## src/rtl/i2s_rx_ctrl.sv

```systemverilog
// Frame sequencer for i2s_receiver: LRCK lock monitor, start/stop sequencing and a valid/ready sample register.
// Optional I2S_RX_CTRL_MUTE_ON_UNLOCK_EN zeroes held/captured samples whenever LRCK lock is absent.
module i2s_rx_ctrl #(
  parameter int DATA_W        = 24,
  parameter int BICK_PER_HALF = 40,
  parameter int LOCK_FRAMES   = 4,
  parameter int TIMEOUT_SLACK = 8
) (
  input  logic              bick,
  input  logic              reset,
  input  logic              enable,
  input  logic              lrck,
  output logic              rx_start,
  input  logic              rx_stop,
  input  logic [DATA_W-1:0] rx_data_left,
  input  logic [DATA_W-1:0] rx_data_right,
  output logic [DATA_W-1:0] sample_left,
  output logic [DATA_W-1:0] sample_right,
  output logic              sample_valid,
  input  logic              sample_ready,
  output logic              locked,
  output logic              overflow,
  output logic              timeout_err,
  input  logic              err_clr
);

  localparam int HALF_MAX  = 2 * BICK_PER_HALF;
  localparam int TMO_LIMIT = HALF_MAX + TIMEOUT_SLACK;
  localparam int HALF_W    = $clog2(HALF_MAX + 1);
  localparam int GOOD_W    = $clog2(LOCK_FRAMES + 1);
  localparam int TMO_W     = $clog2(TMO_LIMIT + 1);

  localparam logic [HALF_W-1:0] HALF_ONE   = HALF_W'(1);
  localparam logic [HALF_W-1:0] HALF_MATCH = HALF_W'(BICK_PER_HALF);
  localparam logic [HALF_W-1:0] HALF_SAT   = HALF_W'(HALF_MAX);
  localparam logic [GOOD_W-1:0] GOOD_FULL  = GOOD_W'(LOCK_FRAMES);
  localparam logic [TMO_W-1:0]  TMO_ONE    = TMO_W'(1);
  // tmo_cnt holds the number of cycles since the start pulse, so the flag lands TMO_LIMIT cycles after it
  localparam logic [TMO_W-1:0]  TMO_LAST   = TMO_W'(TMO_LIMIT - 1);

  typedef enum logic [1:0] {
    IDLE,
    WAIT_FRAME,
    START,
    RECEIVE
  } state_t;

  state_t              state;
  logic                lrck_q;
  logic [HALF_W-1:0]   half_cnt;
  logic [GOOD_W-1:0]   good_cnt;
  logic [TMO_W-1:0]    tmo_cnt;

  logic                lrck_fall;
  logic                lrck_edge;
  logic                half_match;
  logic                half_sat;
  logic                lock_clr;
  logic                capture;
  logic                transfer;
  logic [DATA_W-1:0]   cap_left;
  logic [DATA_W-1:0]   cap_right;

  assign lrck_fall  = lrck_q & ~lrck;
  assign lrck_edge  = lrck_q ^ lrck;
  assign half_match = (half_cnt == HALF_MATCH);
  assign half_sat   = (half_cnt == HALF_SAT);
  // Lock is lost on a mismatched half-period or when LRCK has stopped long enough to saturate the counter
  assign lock_clr   = lrck_edge ? ~half_match : half_sat;

  assign capture    = (state == RECEIVE) & locked & rx_stop;
  assign transfer   = sample_valid & sample_ready;

`ifdef I2S_RX_CTRL_MUTE_ON_UNLOCK_EN
  assign cap_left   = locked ? rx_data_left  : '0;
  assign cap_right  = locked ? rx_data_right : '0;
`else
  assign cap_left   = rx_data_left;
  assign cap_right  = rx_data_right;
`endif

  always_ff @(posedge bick) begin
    if (reset) begin
      lrck_q   <= 1'b0;
      half_cnt <= '0;
      good_cnt <= '0;
      locked   <= 1'b0;
    end else begin
      lrck_q <= lrck;
      if (lrck_edge) begin
        half_cnt <= HALF_ONE;
      end else if (!half_sat) begin
        half_cnt <= half_cnt + HALF_ONE;
      end
      if (lock_clr) begin
        good_cnt <= '0;
        locked   <= 1'b0;
      end else begin
        if (lrck_edge && (good_cnt != GOOD_FULL)) begin
          good_cnt <= good_cnt + 1'b1;
        end
        if (good_cnt == GOOD_FULL) begin
          locked <= 1'b1;
        end
      end
    end
  end

  always_ff @(posedge bick) begin
    if (reset) begin
      state       <= IDLE;
      rx_start    <= 1'b1;
      tmo_cnt     <= '0;
      timeout_err <= 1'b0;
    end else begin
      rx_start <= 1'b1;
      if (err_clr) begin
        timeout_err <= 1'b0;
      end
      case (state)
        IDLE: begin
          tmo_cnt <= '0;
          if (enable && locked) begin
            state <= WAIT_FRAME;
          end
        end
        WAIT_FRAME: begin
          tmo_cnt <= '0;
          if (!enable || !locked) begin
            state <= IDLE;
          end else if (lrck_fall) begin
            state    <= START;
            rx_start <= 1'b0;
          end
        end
        START: begin
          tmo_cnt <= tmo_cnt + TMO_ONE;
          state   <= RECEIVE;
        end
        RECEIVE: begin
          tmo_cnt <= tmo_cnt + TMO_ONE;
          if (!locked) begin
            state <= IDLE;
          end else if (rx_stop) begin
            state <= enable ? WAIT_FRAME : IDLE;
          end else if (tmo_cnt == TMO_LAST) begin
            timeout_err <= 1'b1;
            state       <= enable ? WAIT_FRAME : IDLE;
          end
        end
        default: begin
          state <= IDLE;
        end
      endcase
    end
  end

  // Newest sample always wins; overflow only when a pending sample is overwritten without being taken
  always_ff @(posedge bick) begin
    if (reset) begin
      sample_left  <= '0;
      sample_right <= '0;
      sample_valid <= 1'b0;
      overflow     <= 1'b0;
    end else begin
      if (capture) begin
        sample_left  <= cap_left;
        sample_right <= cap_right;
        sample_valid <= 1'b1;
      end else if (transfer) begin
        sample_valid <= 1'b0;
      end
`ifdef I2S_RX_CTRL_MUTE_ON_UNLOCK_EN
      if (locked && lock_clr && sample_valid) begin
        sample_left  <= '0;
        sample_right <= '0;
      end
`endif
      if (capture && sample_valid && !transfer) begin
        overflow <= 1'b1;
      end else if (err_clr) begin
        overflow <= 1'b0;
      end
    end
  end

endmodule

```

## config.mk

```make
export PLATFORM = sky130hd
export DESIGN_NAME = i2s_rx_ctrl
export DESIGN_NICKNAME = d
export VERILOG_FILES = /design/src/rtl/i2s_rx_ctrl.sv
export SDC_FILE = /design/constraint.sdc
export NUM_CORES = 1
export LEC_CHECK = 0
export CORE_MARGIN = 2
export CORE_UTILIZATION = 43
export DETAILED_ROUTE_END_ITERATION = 8
export GPL_TIMING_DRIVEN = 0
export PLACE_DENSITY = 0.83
export SETUP_SLACK_MARGIN = 0.1
export SYNTH_ARGS = -nofsm -noshare
export SYNTH_HDL_FRONTEND = slang
export SYNTH_SLANG_ARGS = --single-unit
```

## constraint.sdc

```tcl
create_clock -name bick -period 1.9 [get_ports bick]
set_input_delay 0.38 -clock bick [delete_from_list [all_inputs] [get_ports bick]]
set_output_delay 0.38 -clock bick [all_outputs]
set_load 0.02 [all_outputs]
```

==> results by group, run 1 <==
Drt
  – Routed vias: 2621
  – DRC: 0
  – Via density: 4.95
  – TritonRoute pass-1 iters: 4
  – Routed wire length: 6.92 mm
  – Routed Antenna Nets: 0
  – WL/cell: 13.0 um
  – Initial DRC Count: 84

Yosys
  – Share of async-settable or async-resettable flops after synthesis: 0%
  – Most used flip-flop cell after synthesis: dfxtp_1
  – Commonest cells in the netlist: nand2_1, dfxtp_1, a21oi_1
  – Share of the synthesized area in the top cell type: 53.3%
  – Syn Area/Cell: 8.36 um2
  – Synth area leader: dfxtp_1
  – Largest cells by area after synthesis: dfxtp_1, nand2_1, a21oi_1
  – Seq/Total Area, Yosys: 53.3%
  – Number of synthesized register bits: 73
  – Post-Syn Nets: 389
  – Netlist cell types: 35
  – Mapped cell area: 2740 um2
  – YS warnings: 0
  – Number of flops mapped to enable cells by yosys: 0
  – Top-count cell post-synth: nand2_1
  – Gate Count Post-Synth: 328

Clock tree
  – TritonCTS Sinks: 73
  – Hold-fix buffers at CTS: 0
  – Clock latency on the worst-skew pair: 330 ps
  – Cts bufs inserted: 9
  – Clock root buffer master: clkbuf_8
  – CTS tree: built
  – Clk slew on worst S/H paths: 70 ps
  – H-tree levels: 3
  – Clock buffer depth: 2

Setup path
  – CP max-delay cell: clkdlybuf4s50_1
  – CP endpoint kind: register
  – Crit Path Category: primary input to register
  – Worst path bufs/invs: 3
  – Register-to-register setup slack: 310 ps
  – Worst EP arrival: 1890 ps
  – Required @ worst endpoint: 2090 ps
  – Top delay family on crit path: buffers and inverters
  – Slowest stage delay, CP: 530 ps
  – Worst setup SP type: primary input
  – Crit-path cells: clkdlybuf4s50_1 -> clkbuf_1 -> buf_1 -> a21oi_1
  – Crit-path max FO: 10

Global route
  – Top Usage Layer GRT: met2
  – Vias in the first global route: 2528
  – GR Layer Usage met1: 23.5%
  – Met2 usage: 33.8%
  – First-pass GRT wire length: 11.3 mm
  – All-Layer GR Usage: 19.7%
  – Met3 Use GR: 4.55%
  – Initial antenna violation count: 0
  – Largest net degree at the start of global routing: 13
  – Overflow after GRT: 0

Layout
  – Post-layout util: 67.2%
  – Design Area, Final: 4200 um2
  – Final nets: 509
  – Fraction of layout cells with a size suffix above 1: 5.96%
  – Inserted Diodes: 0
  – Syn-to-layout area delta: 53.0%

Pwr
  – Sequential share of power: 47.6%
  – Power per cell area: 774 nW/um2
  – Comb pwr share: 6.2%
  – Clock share of power: 46.2%
  – Int Power: 2.61 mW
  – Sw power: 632 uW
  – Switch share: 19.5%
  – Leak pwr: 1.43 nW
  – Worst VDD drop: 0.484 mV

Place
  – RePlAce Congestion: 0.805
  – Cell Area, Placed: 3910 um2
  – IO buf count: 107
  – DP Worst Slack: -397 ps
  – Post-DP HPWL: 5.01 mm

Status
  – Outcome: completed

Timing
  – Unrepaired setup endpoints after global routing: no
  – Least-Margin Pin Slew: 511 ps
  – Final worst setup slack: 201 ps
  – Final Hold Fails: 0
  – Fmax achieved: 589 MHz
  – Worst-case clock skew: 9.16 ps
  – Max-slew headroom: 66.0%
  – Worst hold margin: 323 ps
  – Final critical-path required period: 1700 ps
  – Slew Limit Fails: 0
  – Count of final setup violators: 0
  – Fin crit share: 89.4%

Floorplanning
  – Core Area: 6240 um2
  – IO Count: 108
  – Row cnt: 29
  – Die W: 83.8 um
  – Die Area: 7030 um2
  – Die Y: 83.8 um
  – Initial Util: 43.9%

Flow run
  – # Max-Cap Violations: 0

Worst hold path
  – Worst hold path type: primary input to register
-- power groups by stage --
stage	Clock [mW]	Sequential [mW]	Combinational, mW
2_1_floorplan	0	1.58	0.0600
4_1_cts	1.52	1.54	0.199
3_5_place_dp	0	1.58	0.189
6_report	1.50	1.54	0.201
5_1_grt	1.59	1.55	0.216
3_3_place_gp	0	1.58	0.186
-- metal layers --
metal | part of all wire (%) | wire length (um)
met4 | 1.3 | 91
met3 | 5.4 | 373
met5 | 0 | 0
met2 | 50 | 3430
met1 | 44 | 3020
-- per-stage QoR --
step | power, mW | std cells | setup TNS [ps]
global placement | 1.77 | 512 | -4580
floorplan | 1.64 | 328 | 0
CTS | 3.26 | 530 | 0
detailed placement | 1.77 | 512 | -5700
finish | 3.25 | 530 | 0
global route | 3.36 | 530 | 0
-- cell families (layout without fill, tap and decap cells) --
kind of cell	after synthesis	after routing	synth area share, %
flip-flops	73	73	53.3
adder cells (fa/ha/maj)	6	6	2.74
AND/OR/NAND/NOR	142	142	23.2
multiplexers	1	1	0.365
XOR/XNOR	7	7	2.24
buffers and inverters	26	151	3.70
AO/OA/AOI/OAI	73	73	14.5
-- final timing paths --
| path | start | end | cells past startpoint |
|---|---|---|---|
| setup / recovery | reset | sample_left[10] | 4 |
| setup reg to reg | half_cnt[1] | good_cnt[2] | 5 |
| hold / removal | lrck | lrck_q | 3 |
| hold reg to reg | sample_right[9] | sample_right[9] | 2 |
-- layout by cell type, fill, tap and decap left out, types with 2 or more instances in the layout --
master,synthesis,layout
a21oi_1,60,60
buf_2,3,3
buf_4,0,2
bufinv_16,0,3
clkbuf_1,13,14
clkbuf_8,0,11
clkdlybuf4s50_1,0,105
dfxtp_1,73,73
ha_1,6,5
inv_1,9,8
nand2_1,101,101
nand2b_1,4,4
nand3_1,8,8
nand4bb_1,3,3
nor2_1,11,11
o21ai_0,6,6
or3_1,4,4
xnor2_1,3,3
xor2_1,4,4
-- final cells by class --
cell class                      count  area, um2
Timing Repair Buffer              109       1090
Inverter                            9       33.8
Tap cell                           77       96.3
Buffer                             17       67.6
Sequential cell                    73       1460
Multi-Input combinational cell    229       1190
Clock inverter                      4       98.8
Fill cell                         510       2050
Clock buffer                       12        155
-- timing repair --
item                       CTS  global route
setup buffers                2             0
gates cloned                 0             0
gates resized for setup      2             3
pin swaps                    3             3
setup endpoints to repair    5             2
-- tightest hold or removal path, cell delays in order --
cell and delay (ps):
dlymetal6s2s_1 90, inv_2 50, nor2_1 90
-- flip-flops by register name, summed over array words and instances (netlist names), named ones only --
signal and cells:
good_cnt 3, half_cnt 7, locked 1, lrck_q 1, overflow 1, rx_start 1, sample_left 24, sample_right 24
sample_valid 1, state 1, timeout_err 1, tmo_cnt 7
Power figures use the tool's default switching activity.
==> run 2: changes to the inputs <==
SLEW_MARGIN = 20   (was default)
==> results of run 2 <==
No change in the layout: final DEF, timing and power equal those of run 1.
==> run 3: changes to the inputs <==
HOLD_SLACK_MARGIN = 0.02   (was default)
clock period = 1.7 ns   (was 1.9 ns; I/O delays follow)
==> run 3 against run 2 <==
  * Via count up 0.31%
  * Critical path depth unchanged
  * Largest power group unchanged
  * Highest routed layer unchanged
  * Register-to-register slack worse by 170 ps
  * Routed wire length is 1.2% higher
  * Worst hold slack better by 85 ps
  * Cell area is 1.4% lower
  * Sequential power increased by 12%
  * Total power up 9.2%
  * Critical path type is now register to register
  * Largest cell class unchanged
==> results by group, run 3 (synthesized netlist as in run 1, its figures left out) <==
Status
  – Outcome: completed

Drt
  – Routed Antenna Nets: 0 (unchanged)
  – Initial DRC Count: 94 (+12%)
  – DRC: 0 (unchanged)
  – Routed vias: 2629 (+0.31%)
  – Via density: 4.96 (+0.31%)
  – TritonRoute pass-1 iters: 4 (unchanged)
  – WL/cell: 13.2 um (+1.2%)
  – Routed wire length: 7.00 mm (+1.2%)

Floorplanning
  – Core Area: 6240 um2 (unchanged)
  – Die W: 83.8 um (unchanged)
  – Initial Util: 43.9% (unchanged)
  – Die Area: 7030 um2 (unchanged)
  – IO Count: 108 (unchanged)
  – Row cnt: 29 (unchanged)
  – Die Y: 83.8 um (unchanged)

Clock tree
  – Clk slew on worst S/H paths: 70 ps (about the same)
  – Cts bufs inserted: 9 (unchanged)
  – TritonCTS Sinks: 73 (unchanged)
  – Clock buffer depth: 2 (unchanged)
  – Clock root buffer master: clkbuf_8
  – Hold-fix buffers at CTS: 0 (unchanged)
  – Clock latency on the worst-skew pair: 330 ps (about the same)
  – H-tree levels: 3 (unchanged)
  – CTS tree: built

Layout
  – Commonest cells after routing, fill and taps aside: nand2_1, dfxtp_1, a21oi_1
  – Fraction of layout cells with a size suffix above 1: 7.51% (+1.5 points)
  – Final nets: 509 (unchanged)
  – Most common cell after layout, fill and taps aside: nand2_1
  – Layout Cells excl Fill: 530 (unchanged)
  – Inserted Diodes: 0 (unchanged)
  – Fillers: 538 (+5.5%)
  – Syn-to-layout area delta: 50.9%
  – Largest registers: sample_left x24, sample_right x24

Setup path
  – Worst EP arrival: 1810 ps (-80 ps)
  – Worst setup path startpoint: lrck_q
  – Crit Path Category: register to register
  – Worst setup SP type: register
  – Critical path destination: good_cnt[2]
  – CP endpoint kind: register
  – Reg-to-Reg End: good_cnt[2]
  – Crit-path max FO: 4 (-6)
  – R2R Path Start: lrck_q
  – Register-to-register setup slack: 140 ps (-170 ps)
  – Required @ worst endpoint: 1950 ps (-140 ps)
  – Register-to-Register Path Depth: 4 (-1)

Pwr
  – Comb pwr share: 6.4% (+0.2 points)
  – Clock share of power: 44.8% (-1.4 points)
  – Worst VDD drop: 0.542 mV (+12%)
  – Sequential share of power: 48.7% (+1.1 points)
  – Switch share: 19.8% (+0.37 points)
  – Int Power: 2.84 mW (+8.7%)
  – Power per cell area: 857 nW/um2 (+11%)
  – Sw power: 704 uW (+11%)
  – Leak pwr: 1.67 nW (+17%)

Timing
  – Least-Margin Pin Slew: 591 ps (+80.0 ps)
  – Slew Limit Fails: 0 (unchanged)
  – Fin crit share: 91.9%
  – Worst-case clock skew: 7.43 ps (-1.73 ps)
  – Final Hold Fails: 0 (unchanged)
  – Unrepaired setup endpoints after global routing: no
  – TNS Setup: 0 ps (unchanged)
  – Fmax achieved: 640 MHz
  – Count of final setup violators: 0 (unchanged)
  – Final worst setup slack: 137 ps (-63.7 ps)
  – Max-slew headroom: 60.5% (-5.4 points)
  – Final critical-path required period: 1560 ps

Worst hold path
  – Worst hold path type: primary input to register

Place
  – IO buf count: 107 (unchanged)
  – RePlAce Congestion: 0.782 (-2.8%)
  – Post-Place Cells: 512 (unchanged)
  – Post-DP HPWL: 5.16 mm (+3.0%)
  – DP Worst Slack: -440 ps (-42.9 ps)

Global route
  – Overflow after GRT: 0 (unchanged)
  – First-pass GRT wire length: 11.3 mm (-0.31%)
  – Vias in the first global route: 2463 (-2.6%)
  – Largest net degree at the start of global routing: 13 (unchanged)
  – All-Layer GR Usage: 19.9% (+0.19 points)
  – Initial antenna violation count: 0 (unchanged)

Flow run
  – # Max-Cap Violations: 0 (unchanged)
run 3: cell count changes in the layout (fill, tap and decap cells not counted), moves of 2 or more:
cell	before	now
clkbuf_2	0	4
dfxtp_2	0	3
clkbuf_8	11	9
clkdlybuf4s50_1	105	53
dlygate4sd2_1	1	53
clkbuf_4	0	2
buf_2	3	1
clkbuf_1	14	12
dfxtp_1	73	69
run 3: how the worst min path moves through the flow:
| stage | startpoint | end | cells after the start |
|---|---|---|---|
| global route | lrck | lrck_q | 3 |
| finish | lrck | lrck_q | 3 |
| CTS | lrck | lrck_q | 3 |
| floorplan | tmo_cnt[0] | tmo_cnt[0] | 1 |
| detailed placement | tmo_cnt[0] | tmo_cnt[0] | 1 |
| global placement | tmo_cnt[0] | tmo_cnt[0] | 1 |
run 3: critical path, stage by stage, from the launching register on:
cell	delay (ps)
dfxtp_2	330
ha_4	240
nand4bb_1	170
or4_4	460
a221oi_2	280
run 3: timing repair:
action | in CTS | in global routing
pin swaps | 4 | 3
setup buffers | 2 | 0
gates resized for setup | 54 | 16
endpoints found under the setup margin | 56 | 55
cloned | 0 | 0
run 3: cell type report:
type,count,area (um2),area share [%]
plain buffers,17,77.6,1.87
clock buffers,11,131,3.18
clock inverters,5,104,2.51
inverters,9,33.8,0.816
multi-input cells,229,1200,29.1
flip-flops and latches,73,1470,35.5
well taps,77,96.3,2.33
repair buffers,109,1020,24.7
run 3: stage by stage:
stage | hold WS (ps) | power, mW | instance area, um2 | util [%]
2_1_floorplan | 418 | 1.83 | 2750 | -
3_3_place_gp | 433 | 1.98 | 3920 | 62.8
3_5_place_dp | 441 | 1.98 | 3920 | 62.8
4_1_cts | 397 | 3.57 | 4110 | 65.8
5_1_grt | 408 | 3.68 | 4140 | 66.3
6_report | 408 | 3.55 | 4140 | 66.3
run 3: metal layers:
| metal | GRT usage, % | up-vias | wire length (um) | part of all wire [%] |
|---|---|---|---|---|
| met5 | 0 | - | 0 | 0 |
| met2 | 34.3 | 82 | 3500 | 50 |
| met1 | 24.2 | 1199 | 3000 | 43 |
| met4 | 8.50 | 0 | 142 | 2.0 |
| li1 | - | 1334 | - | - |
| met3 | 3.76 | 14 | 360 | 5.1 |
run 3: power by group through the flow:
stage	clock [mW]	sequential (mW)	combinational [mW]
after floorplan	0	1.76	0.0702
after global placement	0	1.77	0.212
after detailed placement	0	1.77	0.217
after CTS	1.62	1.73	0.224
after global routing	1.70	1.73	0.248
final	1.59	1.73	0.229
